File: src/rtl/ysyx_bus_pkg.sv
// ysyx_bus_pkg: shared FSM encoding, AXI response codes and LSU access-size strobes
package ysyx_bus_pkg;
    typedef enum logic [2:0] {IDLE, RD_A, RD_D, WR, WR_B, DONE} state_t;
    localparam logic [1:0] OKAY   = 2'b00;
    localparam logic [1:0] SLVERR = 2'b10;
    localparam logic [7:0] SZ_B   = 8'h01;
    localparam logic [7:0] SZ_H   = 8'h03;
    localparam logic [7:0] SZ_W   = 8'h0f;
endpackage

File: src/rtl/ysyx_lsu_lane_align.sv
// ysyx_lsu_lane_align: moves store data/strobes up to their byte lanes and load data down to bit 0
module ysyx_lsu_lane_align (
    input  logic [1:0]  off,
    input  logic [31:0] wdata,
    input  logic [3:0]  wstrb,
    input  logic [31:0] rdata,
    output logic [31:0] wdata_sh,
    output logic [3:0]  wstrb_sh,
    output logic [31:0] rdata_sh
);
    assign wdata_sh = wdata << {off, 3'b000};
    assign wstrb_sh = wstrb << off;
    assign rdata_sh = rdata >> {off, 3'b000};
endmodule

File: src/rtl/ysyx_lsu_bus_bridge.sv
// ysyx_lsu_bus_bridge: converts level-held LSU load/store requests into single AXI4-Lite transactions
module ysyx_lsu_bus_bridge
    import ysyx_bus_pkg::*;
#(
    parameter int ADDR_W = 32,
    parameter int DATA_W = 32
) (
    input  logic              clk,
    input  logic              rst,
    input  logic [ADDR_W-1:0] lsu_araddr,
    input  logic              lsu_arvalid,
    input  logic [7:0]        lsu_rstrb,
    input  logic [ADDR_W-1:0] lsu_awaddr,
    input  logic              lsu_awvalid,
    input  logic [DATA_W-1:0] lsu_wdata,
    input  logic [7:0]        lsu_wstrb,
    input  logic              lsu_wvalid,
    output logic [DATA_W-1:0] lsu_rdata,
    output logic              lsu_rvalid,
    output logic              lsu_wready,
    output logic              lsu_err,
    output logic [ADDR_W-1:0] axi_araddr,
    output logic              axi_arvalid,
    input  logic              axi_arready,
    input  logic [DATA_W-1:0] axi_rdata,
    input  logic [1:0]        axi_rresp,
    input  logic              axi_rvalid,
    output logic              axi_rready,
    output logic [ADDR_W-1:0] axi_awaddr,
    output logic              axi_awvalid,
    input  logic              axi_awready,
    output logic [DATA_W-1:0] axi_wdata,
    output logic [3:0]        axi_wstrb,
    output logic              axi_wvalid,
    input  logic              axi_wready,
    input  logic [1:0]        axi_bresp,
    input  logic              axi_bvalid,
    output logic              axi_bready
);
    state_t      state;
    logic [1:0]  addr_q;
    logic        aw_done, w_done, aw_now, w_now;
    logic [1:0]  off;
    logic [31:0] wdata_sh, rdata_sh;
    logic [3:0]  wstrb_sh;
    logic        unused;

    // Load size only matters to the LSU; AXI4-Lite reads always fetch the whole word.
    assign unused = ^{lsu_rstrb, lsu_wstrb[7:4]};
    // In IDLE the shifter aligns the incoming store; afterwards it aligns the returning load.
    assign off    = (state == IDLE) ? lsu_awaddr[1:0] : addr_q;
    assign aw_now = aw_done | (axi_awvalid & axi_awready);
    assign w_now  = w_done | (axi_wvalid & axi_wready);

    ysyx_lsu_lane_align u_align (
        .off      (off),
        .wdata    (lsu_wdata),
        .wstrb    (lsu_wstrb[3:0]),
        .rdata    (axi_rdata),
        .wdata_sh (wdata_sh),
        .wstrb_sh (wstrb_sh),
        .rdata_sh (rdata_sh)
    );

    // Transaction FSM with registered AXI and LSU outputs; completion pulses default low.
    always_ff @(posedge clk or negedge rst) begin
        if (!rst) begin
            state       <= IDLE;
            addr_q      <= '0;
            aw_done     <= 1'b0;
            w_done      <= 1'b0;
            lsu_rdata   <= '0;
            lsu_rvalid  <= 1'b0;
            lsu_wready  <= 1'b0;
            lsu_err     <= 1'b0;
            axi_araddr  <= '0;
            axi_arvalid <= 1'b0;
            axi_rready  <= 1'b0;
            axi_awaddr  <= '0;
            axi_awvalid <= 1'b0;
            axi_wdata   <= '0;
            axi_wstrb   <= '0;
            axi_wvalid  <= 1'b0;
            axi_bready  <= 1'b0;
        end else begin
            lsu_rvalid <= 1'b0;
            lsu_wready <= 1'b0;
            lsu_err    <= 1'b0;
            case (state)
                IDLE: begin
                    if (lsu_arvalid) begin
                        addr_q      <= lsu_araddr[1:0];
                        axi_araddr  <= lsu_araddr;
                        axi_arvalid <= 1'b1;
                        state       <= RD_A;
                    end else if (lsu_awvalid && lsu_wvalid) begin
                        addr_q      <= lsu_awaddr[1:0];
                        axi_awaddr  <= lsu_awaddr;
                        axi_wdata   <= wdata_sh;
                        axi_wstrb   <= wstrb_sh;
                        axi_awvalid <= 1'b1;
                        axi_wvalid  <= 1'b1;
                        aw_done     <= 1'b0;
                        w_done      <= 1'b0;
                        state       <= WR;
                    end
                end
                RD_A: begin
                    if (axi_arready) begin
                        axi_arvalid <= 1'b0;
                        axi_rready  <= 1'b1;
                        state       <= RD_D;
                    end
                end
                RD_D: begin
                    if (axi_rvalid) begin
                        lsu_rdata  <= rdata_sh;
                        lsu_rvalid <= 1'b1;
                        lsu_err    <= axi_rresp != OKAY;
                        axi_rready <= 1'b0;
                        state      <= DONE;
                    end
                end
                WR: begin
                    if (axi_awvalid && axi_awready) axi_awvalid <= 1'b0;
                    if (axi_wvalid && axi_wready) axi_wvalid <= 1'b0;
                    aw_done <= aw_now;
                    w_done  <= w_now;
                    if (aw_now && w_now) begin
                        axi_bready <= 1'b1;
                        state      <= WR_B;
                    end
                end
                WR_B: begin
                    if (axi_bvalid) begin
                        lsu_wready <= 1'b1;
                        lsu_err    <= axi_bresp != OKAY;
                        axi_bready <= 1'b0;
                        state      <= DONE;
                    end
                end
                default: state <= IDLE;
            endcase
        end
    end
endmodule

File: config.mk
export PLATFORM = sky130hd
export DESIGN_NAME = ysyx_lsu_bus_bridge
export DESIGN_NICKNAME = d
export VERILOG_FILES = /design/src/rtl/ysyx_bus_pkg.sv /design/src/rtl/ysyx_lsu_lane_align.sv /design/src/rtl/ysyx_lsu_bus_bridge.sv
export SDC_FILE = /design/constraint.sdc
export NUM_CORES = 1
export LEC_CHECK = 0
export BUFFER_PORTS_ARGS = -buffer_cell sky130_fd_sc_hd__buf_2
export CAP_MARGIN = 20
export CORE_AREA = 2 2 118 120
export CTS_BUF_LIST = sky130_fd_sc_hd__clkbuf_4
export CTS_CLUSTER_DIAMETER = 40
export DETAILED_ROUTE_END_ITERATION = 10
export DIE_AREA = 0 0 120 122
export PLACE_DENSITY = 0.83
export SETUP_SLACK_MARGIN = 0.05
export SYNTH_ARGS = -nofsm -noshare
export SYNTH_HDL_FRONTEND = slang
export SYNTH_SLANG_ARGS = --single-unit
File: constraint.sdc
create_clock -name clk -period 2.2 [get_ports clk]
set_input_delay 0.33 -clock clk [delete_from_list [all_inputs] [get_ports clk]]
set_output_delay 0.33 -clock clk [all_outputs]
set_load 0.03 [all_outputs]
==> impl_metrics.ini, run 1 <==
[placed_design]
portBuffers = 285
placed_area_mm2 = 0.008242
dp.cells = 1104
place_hpwl_mm = 13.71
globalplace.congestion = 0.8630

[worst_setup_path]
critPathTopFamily = simple AND/OR/NAND/NOR gates
crit_required_ns = 2.59
critPathKind = reg -> reg
critPathArrivalTime_ns = 2.48
critPathMaxStageDelay_ns = 0.66
cp_max_fo = 28
end_kind = flip-flop
critPathSlowestCell = or4b_1
startpoint_type = flip-flop
crit_chain = or4b_1 > nand2_8 > buf_12 > mux2i_1 > a211oi_1
critical_path_buf_inv_count = 1

[synthesis]
synth_edf_count = 0
ys_warn_count = 0
netlist_area_mm2 = 0.006475
syn_inst = 649
avgSynthCellArea_um2 = 9.977
seq_area_frac_synth = 0.5681
async_flop_share = 1.000
ys.flop_type = dfrtp_1
syn_nets = 807
yosys.area.top_type_share = 0.5681
synth_cell_type_count = 49
yosys-top-cells-area = dfrtp_1 (57%), nand2_1 (13%), mux2i_1 (5.4%)
synth_seq_cells = 147
yosys.area.top_type = dfrtp_1

[final_layout]
diodes = 0
most-common-layout-cells = buf_2 (284), nand2_1 (225), dfrtp_1 (147), dlygate4sd3_1 (72), mux2i_1 (35)
nets = 1173
fillers = 993
final_area_mm2 = 0.009270
final_cells = 1205
mostFrequentLayoutCell = buf_2
layout-drive-gt1-share = 0.3571
final_core_util = 0.6865
syn2layout_area_growth_pct = 43.17

[global_routing]
grt_max_degree = 53
grt_pass1_vias = 6580
grt_overflow = 0
grt_pass1_wl_mm = 33.00
antenna_found_initial = 0
track_usage = 0.2899

[timing]
hold_violations = 0
worst_pin_slew_ns = 0.7063
fmax_mhz = 478.4
finalSetupViolations = 0
fin_skew_ns = 0.01495
slew_headroom = 0.5274
layout_min_cycle_time_ns = 2.090
slew_viol_final = 0
min_period_over_period = 0.9501
whs_ns = 0.05756
rsz0062_at_grt = true
fin_tns_setup_ns = 0

[detailed_routing]
wl_per_cell_um = 17.45
wirelength_mm = 21.02
drtPass1Iterations = 5
drc = 0
via_per_inst = 5.433
drtIter0Drc = 457
ant_nets = 0
num_vias = 6547

[floorplan]
ios = 298
start_util = 0.4795
dieWidth_um = 120
core-area_mm2 = 0.01350
rows = 43
die_y_um = 122
die-area_mm2 = 0.01464

[clocking]
post_cts_buffers = 0
cts_tree = done
insertion_delay_ns = 0.54
clkSinkCount = 147
clockRootBuffer = clkbuf_4
numCtsBuffers = 17
clockBufferDepth = 2
h-tree-depth = 4
clkTransAtPathRegs_ns = 0.12

[run_status]
status = completed

[power_and_ir_drop]
p_leak_nw = 4.925
irDropWorstVdd_v = 0.0009704
power_density_mw_per_mm2 = 1511

[job]
cap_violations = 0

[worst_hold_path]
hold_path_class = in -> reg
## metrics by stage
| step | power [mW] | worst slack, ns |
|---|---|---|
| after floorplan | 9.669 | 0.2514 |
| after global placement | 11.82 | 0.1361 |
| after detailed placement | 12.00 | 0.05110 |
| after CTS | 13.95 | 0.1026 |
| after global routing | 14.87 | 0.004649 |
| final | 14.01 | 0.1098 |
## report_power, final
part	switching [mW]	internal (mW)
clock	0.949	0.889
sequential	0.738	3.94
combinational	5.01	2.48
## cell usage after synthesis, drive strengths merged, types with 2 or more instances
master	count
a211oi	16
a21o	3
a21oi	15
a221o	8
a221oi	9
a22o	17
a22oi	2
and3	8
and3b	2
buf	14
clkbuf	26
dfrtp	147
inv	2
mux2	3
mux2i	36
nand2	227
nand2b	2
nand3	11
nand4	9
nor2	24
nor3	6
o211ai	10
o21ai	35
## flip-flops by register name (all words and copies together), names as in the netlist, 2 cells and up
register,flops
addr_q,2
axi_awaddr,32
lsu_rdata,32
state,3
axi_araddr,32
axi_wdata,32
axi_wstrb,4
## what timing repair did
item,CTS,global route
hold buffers,69,3
gates resized for setup,1,2
setup endpoints to repair,3,15
hold endpoints to repair,115,3
## cell type report
type,count,area (um^2),share of cell area
clock inverter,11,163.9,0.01768
tap,180,225.2,0.02429
multi-input combinational,459,2603,0.2807
clock buffer,18,135.1,0.01458
timing repair buffer,387,2454,0.2647
inverter,3,11.26,0.001215
sequential,147,3679,0.3968
## cells by family after synthesis
kind of cell	count (synthesis)	synth area share
mux	39	0.06145
flops	147	0.5681
compound gates	122	0.1387
simple gates	298	0.1990
buf+inv	43	0.03266
## layer usage
layer / GRT usage / up-vias / wire length [um]
met4: 0.1147 / 0 / 473
met5: 0 / - / 0
li1: - / 2969 / -
met2: 0.4744 / 404 / 10320
met3: 0.08193 / 48 / 1976
met1: 0.3655 / 3126 / 8252
## path summary, 6_finish.rpt
check	end	start	depth (start not counted)	slack, ns
worst min-delay path	axi_wdata[6]	lsu_wdata[6]	2	0.06
worst max register to register	lsu_rdata[6]	state[2]	5	0.11
min in group asynchronous	axi_wstrb[3]	rst	2	0.30
worst min register to register	axi_araddr[9]	axi_araddr[9]	2	0.48
max in group asynchronous	lsu_rdata[1]	rst	3	1.22
worst max-delay path	lsu_rdata[6]	state[2]	5	0.11
Note: power is estimated with default switching activity, not from simulation.
==> run 2, diff against run 1 <==
- ABC_AREA: default -> 1
- CORE_AREA: 2 2 118 120 -> 2 2 156 158
- DIE_AREA: 0 0 120 122 -> 0 0 158 160
- PLACE_DENSITY: 0.83 -> 0.54
==> run 2 against run 1 <==
Wire length rose by 15%. Largest cell class unchanged. Critical endpoint is now axi_wdata[31]. Sequential share of layout area fell by 2.4 points. Sequential power fell by 1%. Critical path type unchanged. Highest routed layer is now met5. Synthesized cell count rose by 32%. Global-route usage fell by 9.7 points. Die area rose by 73%. Setup slack improved by 0.17 ns.
==> impl_metrics.ini, run 2 <==
[run_status]
status = completed

[detailed_routing]
drc = 0
drtPass1Iterations = 7
wirelength_mm = 24.16
num_vias = 7049
wl_per_cell_um = 15.53
via_per_inst = 4.533
ant_nets = 0
drtIter0Drc = 375

[power_and_ir_drop]
power_density_mw_per_mm2 = 1534
power_mw = 15.14
irDropWorstVdd_v = 0.0006429
p_leak_nw = 5.556

[floorplan]
rows = 57
start_util = 0.2918
core-area_mm2 = 0.02382
ios = 298
dieWidth_um = 158
die_y_um = 160
die-area_mm2 = 0.02528

[worst_setup_path]
r2r-start = state[0]
critPathSlowestCell = dfrtp_1
r2r_slack_ns = 0.28
critical_path_buf_inv_count = 1
cpMostUsedCell = nand3_1
critPathKind = reg -> reg
startpoint_type = flip-flop
crit_chain = nor2_4 > nand2_4 > o21ai_4 > buf_4 > nand3_1 > nand3_1 > nand2_1
rr_worst_depth = 7
r2r-end = axi_wdata[31]
critPathMaxStageDelay_ns = 0.49
cp_max_fo = 14
end_kind = flip-flop
critPathTopFamily = simple AND/OR/NAND/NOR gates
crit_required_ns = 2.64
critPathArrivalTime_ns = 2.36

[clocking]
clockRootBuffer = clkbuf_4
insertion_delay_ns = 0.57
clockBufferDepth = 2
cts_tree = done
numCtsBuffers = 17
clkSinkCount = 147
h-tree-depth = 4
clkTransAtPathRegs_ns = 0.15
cts-resized-gates = 0

[synthesis]
ys.flop_type = dfrtp_1
avgSynthCellArea_um2 = 8.121
yosys-top-cells-area = dfrtp_1 (53%), nand2_1 (21%), nand3_1 (11%)
synth_edf_count = 0
syn_nets = 1014
async_flop_share = 1.000
netlist_area_mm2 = 0.006952
yosysMostFrequentCell = nand2_1
synth_seq_cells = 147
yosys.area.top_type = dfrtp_1
syn_inst = 856
yosys.area.top_type_share = 0.5292
ys_warn_count = 0
synth_commonest_cells = nand2_1 (382), nand3_1 (151), dfrtp_1 (147), inv_1 (46), mux2_2 (31)
synth_cell_type_count = 24
seq_area_frac_synth = 0.5292

[timing]
fmax_mhz = 519.9
min_period_over_period = 0.8742
whs_ns = 0.06125
worst_pin_slew_ns = 0.5668
finalSetupViolations = 0
slew_headroom = 0.6198
hold_violations = 0
slew_viol_final = 0
layout_min_cycle_time_ns = 1.923
fin_tns_setup_ns = 0
rsz0062_at_grt = false
fin_skew_ns = 0.01860

[final_layout]
most-common-layout-cells = nand2_1 (382), buf_2 (284), nand3_1 (151), dfrtp_1 (147), dlygate4sd3_1 (75)
mostFrequentLayoutCell = nand2_1
syn2layout_area_growth_pct = 41.92
nets = 1374
layout-drive-gt1-share = 0.3181
final_area_mm2 = 0.009866

[placed_design]
globalplace.congestion = 0.8157
placed_area_mm2 = 0.008795
place_hpwl_mm = 16.48
portBuffers = 285

[global_routing]
antenna_found_initial = 3
grt_max_degree = 62
grt_pass1_vias = 7066
grt_pass1_wl_mm = 37.92
grt_overflow = 0
track_usage = 0.1928

[worst_hold_path]
hold_path_class = in -> reg
holdPathEnd = lsu_rdata[26]
hold_depth = 3
hp-start = axi_rdata[26]

[job]
cap_violations = 0
-- run 2: changes by cell type after synthesis, moves of 21 or more --
cell | before | now
nand3_1 | 11 | 151
mux2i_1 | 35 | 0
clkbuf_1 | 26 | 5
inv_1 | 2 | 46
mux2_2 | 3 | 31
nand2_1 | 226 | 382
-- run 2: logic make-up after synthesis --
family | after synthesis | synth area share
compound gates | 29 | 0.02250
buf+inv | 94 | 0.06120
flops | 147 | 0.5292
mux | 31 | 0.05022
simple gates | 555 | 0.3369
-- run 2: worst register-to-register path: stages (launching register included) --
cell	delay, ns
dfrtp_1	0.49
nor2_4	0.25
nand2_4	0.12
o21ai_4	0.38
buf_4	0.30
nand3_1	0.14
nand3_1	0.09
nand2_1	0.05
-- run 2: worst max path at each step --
stage | start | end | slack [ns] | cells after the start
floorplan | state[0] | axi_wdata[16] | 0.71 | 10
global placement | state[0] | axi_wdata[31] | 0.31 | 7
detailed placement | state[0] | axi_wdata[31] | 0.28 | 7
CTS | state[0] | axi_wdata[31] | 0.24 | 7
global route | state[1] | axi_wdata[31] | 0.11 | 7
finish | state[0] | axi_wdata[31] | 0.28 | 7
-- run 2: metal layers --
metal	GRT usage	up-vias	part of all wire
met5	0	-	0.00054
met4	0.03767	2	0.0074
met3	0.05482	15	0.077
met2	0.3150	250	0.46
met1	0.2562	3337	0.45
li1	-	3445	-
-- run 2: power by group --
| part | internal, mW | switching, mW | leakage [nW] | total (mW) |
|---|---|---|---|---|
| Clock | 0.638 | 1.27 | 0.161 | 1.91 |
| Combinational | 2.62 | 5.97 | 3.54 | 8.59 |
| Sequential | 3.94 | 0.692 | 1.86 | 4.63 |
-- run 2: timing repair --
item | CTS | global route
endpoints found under the hold margin | 217 | 3
setup endpoints to repair | 0 | 0
hold buffers | 72 | 3
buffers inserted | 0 | 0
-- run 2: final cells by class --
cell class | count | area (um^2)
Clock inverter | 15 | 187.7
Tap cell | 324 | 405.4
Multi-Input combinational cell | 615 | 2848
Inverter | 52 | 195.2
Antenna cell | 2 | 5.005
Sequential cell | 147 | 3679
Timing Repair Buffer | 383 | 2419
Clock buffer | 17 | 127.6
Fill cell | 2527 | 13950
-- run 2: through the flow --
| stage | instances | utilization | setup slack, ns |
|---|---|---|---|
| global placement | 1446 | 0.3692 | 0.3073 |
| global route | 1555 | 0.4142 | 0.1067 |
| floorplan | 856 | - | 0.7062 |
| detailed placement | 1446 | 0.3692 | 0.2791 |
| CTS | 1550 | 0.4127 | 0.2408 |
| finish | 1555 | 0.4142 | 0.2767 |
==> run 3, diff against run 2 <==
- RECOVER_POWER: default -> 50
==> run 3 against run 2 <==
Via count up 0.18%. Clock power about the same. Setup slack worse by 0.048 ns. Fmax down 2.4%. Count of clock-buffer cells in the layout unchanged. Largest power group unchanged. Core utilization down 0.55 points. Sequential power about the same. Die area unchanged. Critical path depth down 1. Combinational power down 2%.
==> impl_metrics.ini, run 3 (same netlist as run 2, synthesis figures left out) <==
[worst_setup_path]
crit_required_ns = 2.66
startpoint_type = flip-flop
critical_path_buf_inv_count = 2
r2r_slack_ns = 0.23
critPathMaxStageDelay_ns = 0.49
cpMostUsedCell = nand2_1
r2r-start = state[1]
r2r-end = axi_araddr[7]
end_kind = flip-flop
crit_chain = inv_1 > nand2_1 > nor2_2 > nand2_1 > clkbuf_4 > mux2_2
rr_worst_depth = 6
cp_max_fo = 32
critPathKind = reg -> reg
critPathSlowestCell = dfrtp_1
critPathTopFamily = buffers and inverters
critPathArrivalTime_ns = 2.43

[detailed_routing]
drtPass1Iterations = 5
num_vias = 7062
drc = 0
drtIter0Drc = 358
via_per_inst = 4.541
wirelength_mm = 24.17
wl_per_cell_um = 15.54
ant_nets = 0

[floorplan]
dieWidth_um = 158
rows = 57
start_util = 0.2918
core-area_mm2 = 0.02382
die_y_um = 160
die-area_mm2 = 0.02528
ios = 298

[power_and_ir_drop]
clkPwrFrac = 0.127
p_leak_nw = 5.322
power_switching_mw = 7.943
power_frac_seq = 0.310
irDropWorstVdd_v = 0.0006355
power_density_mw_per_mm2 = 1538
intPower_mw = 7.030
p_sw_frac = 0.5305
power_frac_comb = 0.563

[clocking]
clkSinkCount = 147
clockRootBuffer = clkbuf_4
insertion_delay_ns = 0.56
clockBufferDepth = 2
cts-resized-gates = 0
numCtsBuffers = 17
cts_tree = done
h-tree-depth = 4
clkTransAtPathRegs_ns = 0.16
post_cts_buffers = 0

[global_routing]
grt_max_degree = 62
track_usage = 0.1928
grt_pass1_vias = 7066
grt_overflow = 0
antenna_found_initial = 3
grt_pass1_wl_mm = 37.92

[placed_design]
portBuffers = 285
place_hpwl_mm = 16.48
globalplace.congestion = 0.8157

[worst_hold_path]
holdPathEnd = lsu_rdata[26]
hold_depth = 3
hold_path_class = in -> reg
hp-start = axi_rdata[26]

[timing]
finalSetupViolations = 0
slew_viol_final = 0
worst_pin_slew_ns = 1.213
hold_violations = 0
fin_tns_setup_ns = 0
fin_skew_ns = 0.02156
rsz0062_at_grt = false
fmax_mhz = 507.3
layout_min_cycle_time_ns = 1.971
slew_headroom = 0.1915
min_period_over_period = 0.8961

[final_layout]
mostFrequentLayoutCell = nand2_1
nets = 1374
final_core_util = 0.4087
most-common-layout-cells = nand2_1 (383), buf_2 (225), nand3_1 (151), dfrtp_1 (147), dlygate4sd3_1 (75)
syn2layout_area_growth_pct = 40.05
layout-drive-gt1-share = 0.2661

[job]
cap_violations = 0

[run_status]
status = completed
run 3: worst max path at each step:
stage              from       endpoint  slack, ns  depth (start not counted)
5_1_grt        state[1]  axi_araddr[4]       0.11                          6
2_1_floorplan  state[0]  axi_wdata[16]       0.71                         10
3_5_place_dp   state[0]  axi_wdata[31]       0.28                          7
4_1_cts        state[0]  axi_wdata[31]       0.24                          7
3_3_place_gp   state[0]  axi_wdata[31]       0.31                          7
6_report       state[1]  axi_araddr[7]       0.23                          6
run 3: area by class of cell:
| type | count | area (um^2) |
|---|---|---|
| fillers | 2553 | 14080 |
| flip-flops and latches | 147 | 3679 |
| multi-input cells | 615 | 2845 |
| repair buffers | 383 | 2291 |
| well taps | 324 | 405.4 |
| inverters | 52 | 195.2 |
| clock inverters | 15 | 187.7 |
| clock buffers | 17 | 127.6 |
| diodes | 2 | 5.005 |
run 3: repair_timing:
action,CTS,global route
endpoints found under the setup margin,0,0
endpoints found under the hold margin,217,3
hold buffers,72,3
run 3: power by group through the flow:
| stage | registers [mW] | clock network (mW) | logic (mW) |
|---|---|---|---|
| 6_report | 4.64 | 1.91 | 8.42 |
| 5_1_grt | 4.81 | 2.10 | 9.22 |
| 4_1_cts | 4.62 | 2.00 | 8.67 |
| 3_5_place_dp | 4.66 | 0 | 8.56 |
| 3_3_place_gp | 4.64 | 0 | 8.50 |
| 2_1_floorplan | 7.02 | 0 | 3.50 |
run 3: tightest hold or removal path: stages:
cell,delay (ns)
buf_2,0.12
nand3_1,0.08
nand2_1,0.05
run 3: metrics by stage:
step	worst slack, ns	instances	instance area, um^2	hold slack (ns)	power (mW)
after floorplan	0.7062	856	6952	0.03441	10.52
after global placement	0.3073	1446	8795	0.2381	13.15
after global routing	0.1101	1555	9736	0.004020	16.13
after CTS	0.2408	1550	9831	0.005604	15.30
final	0.2286	1555	9736	0.06225	14.97
after detailed placement	0.2791	1446	8795	0.2374	13.22
run 3: routing by layer:
layer / GRT usage / vias to the layer above / share of wire
met5: 0 / - / 0.00054
met4: 0.03767 / 2 / 0.0074
met3: 0.05482 / 15 / 0.073
met2: 0.3150 / 242 / 0.46
met1: 0.2562 / 3356 / 0.46
li1: - / 3447 / -
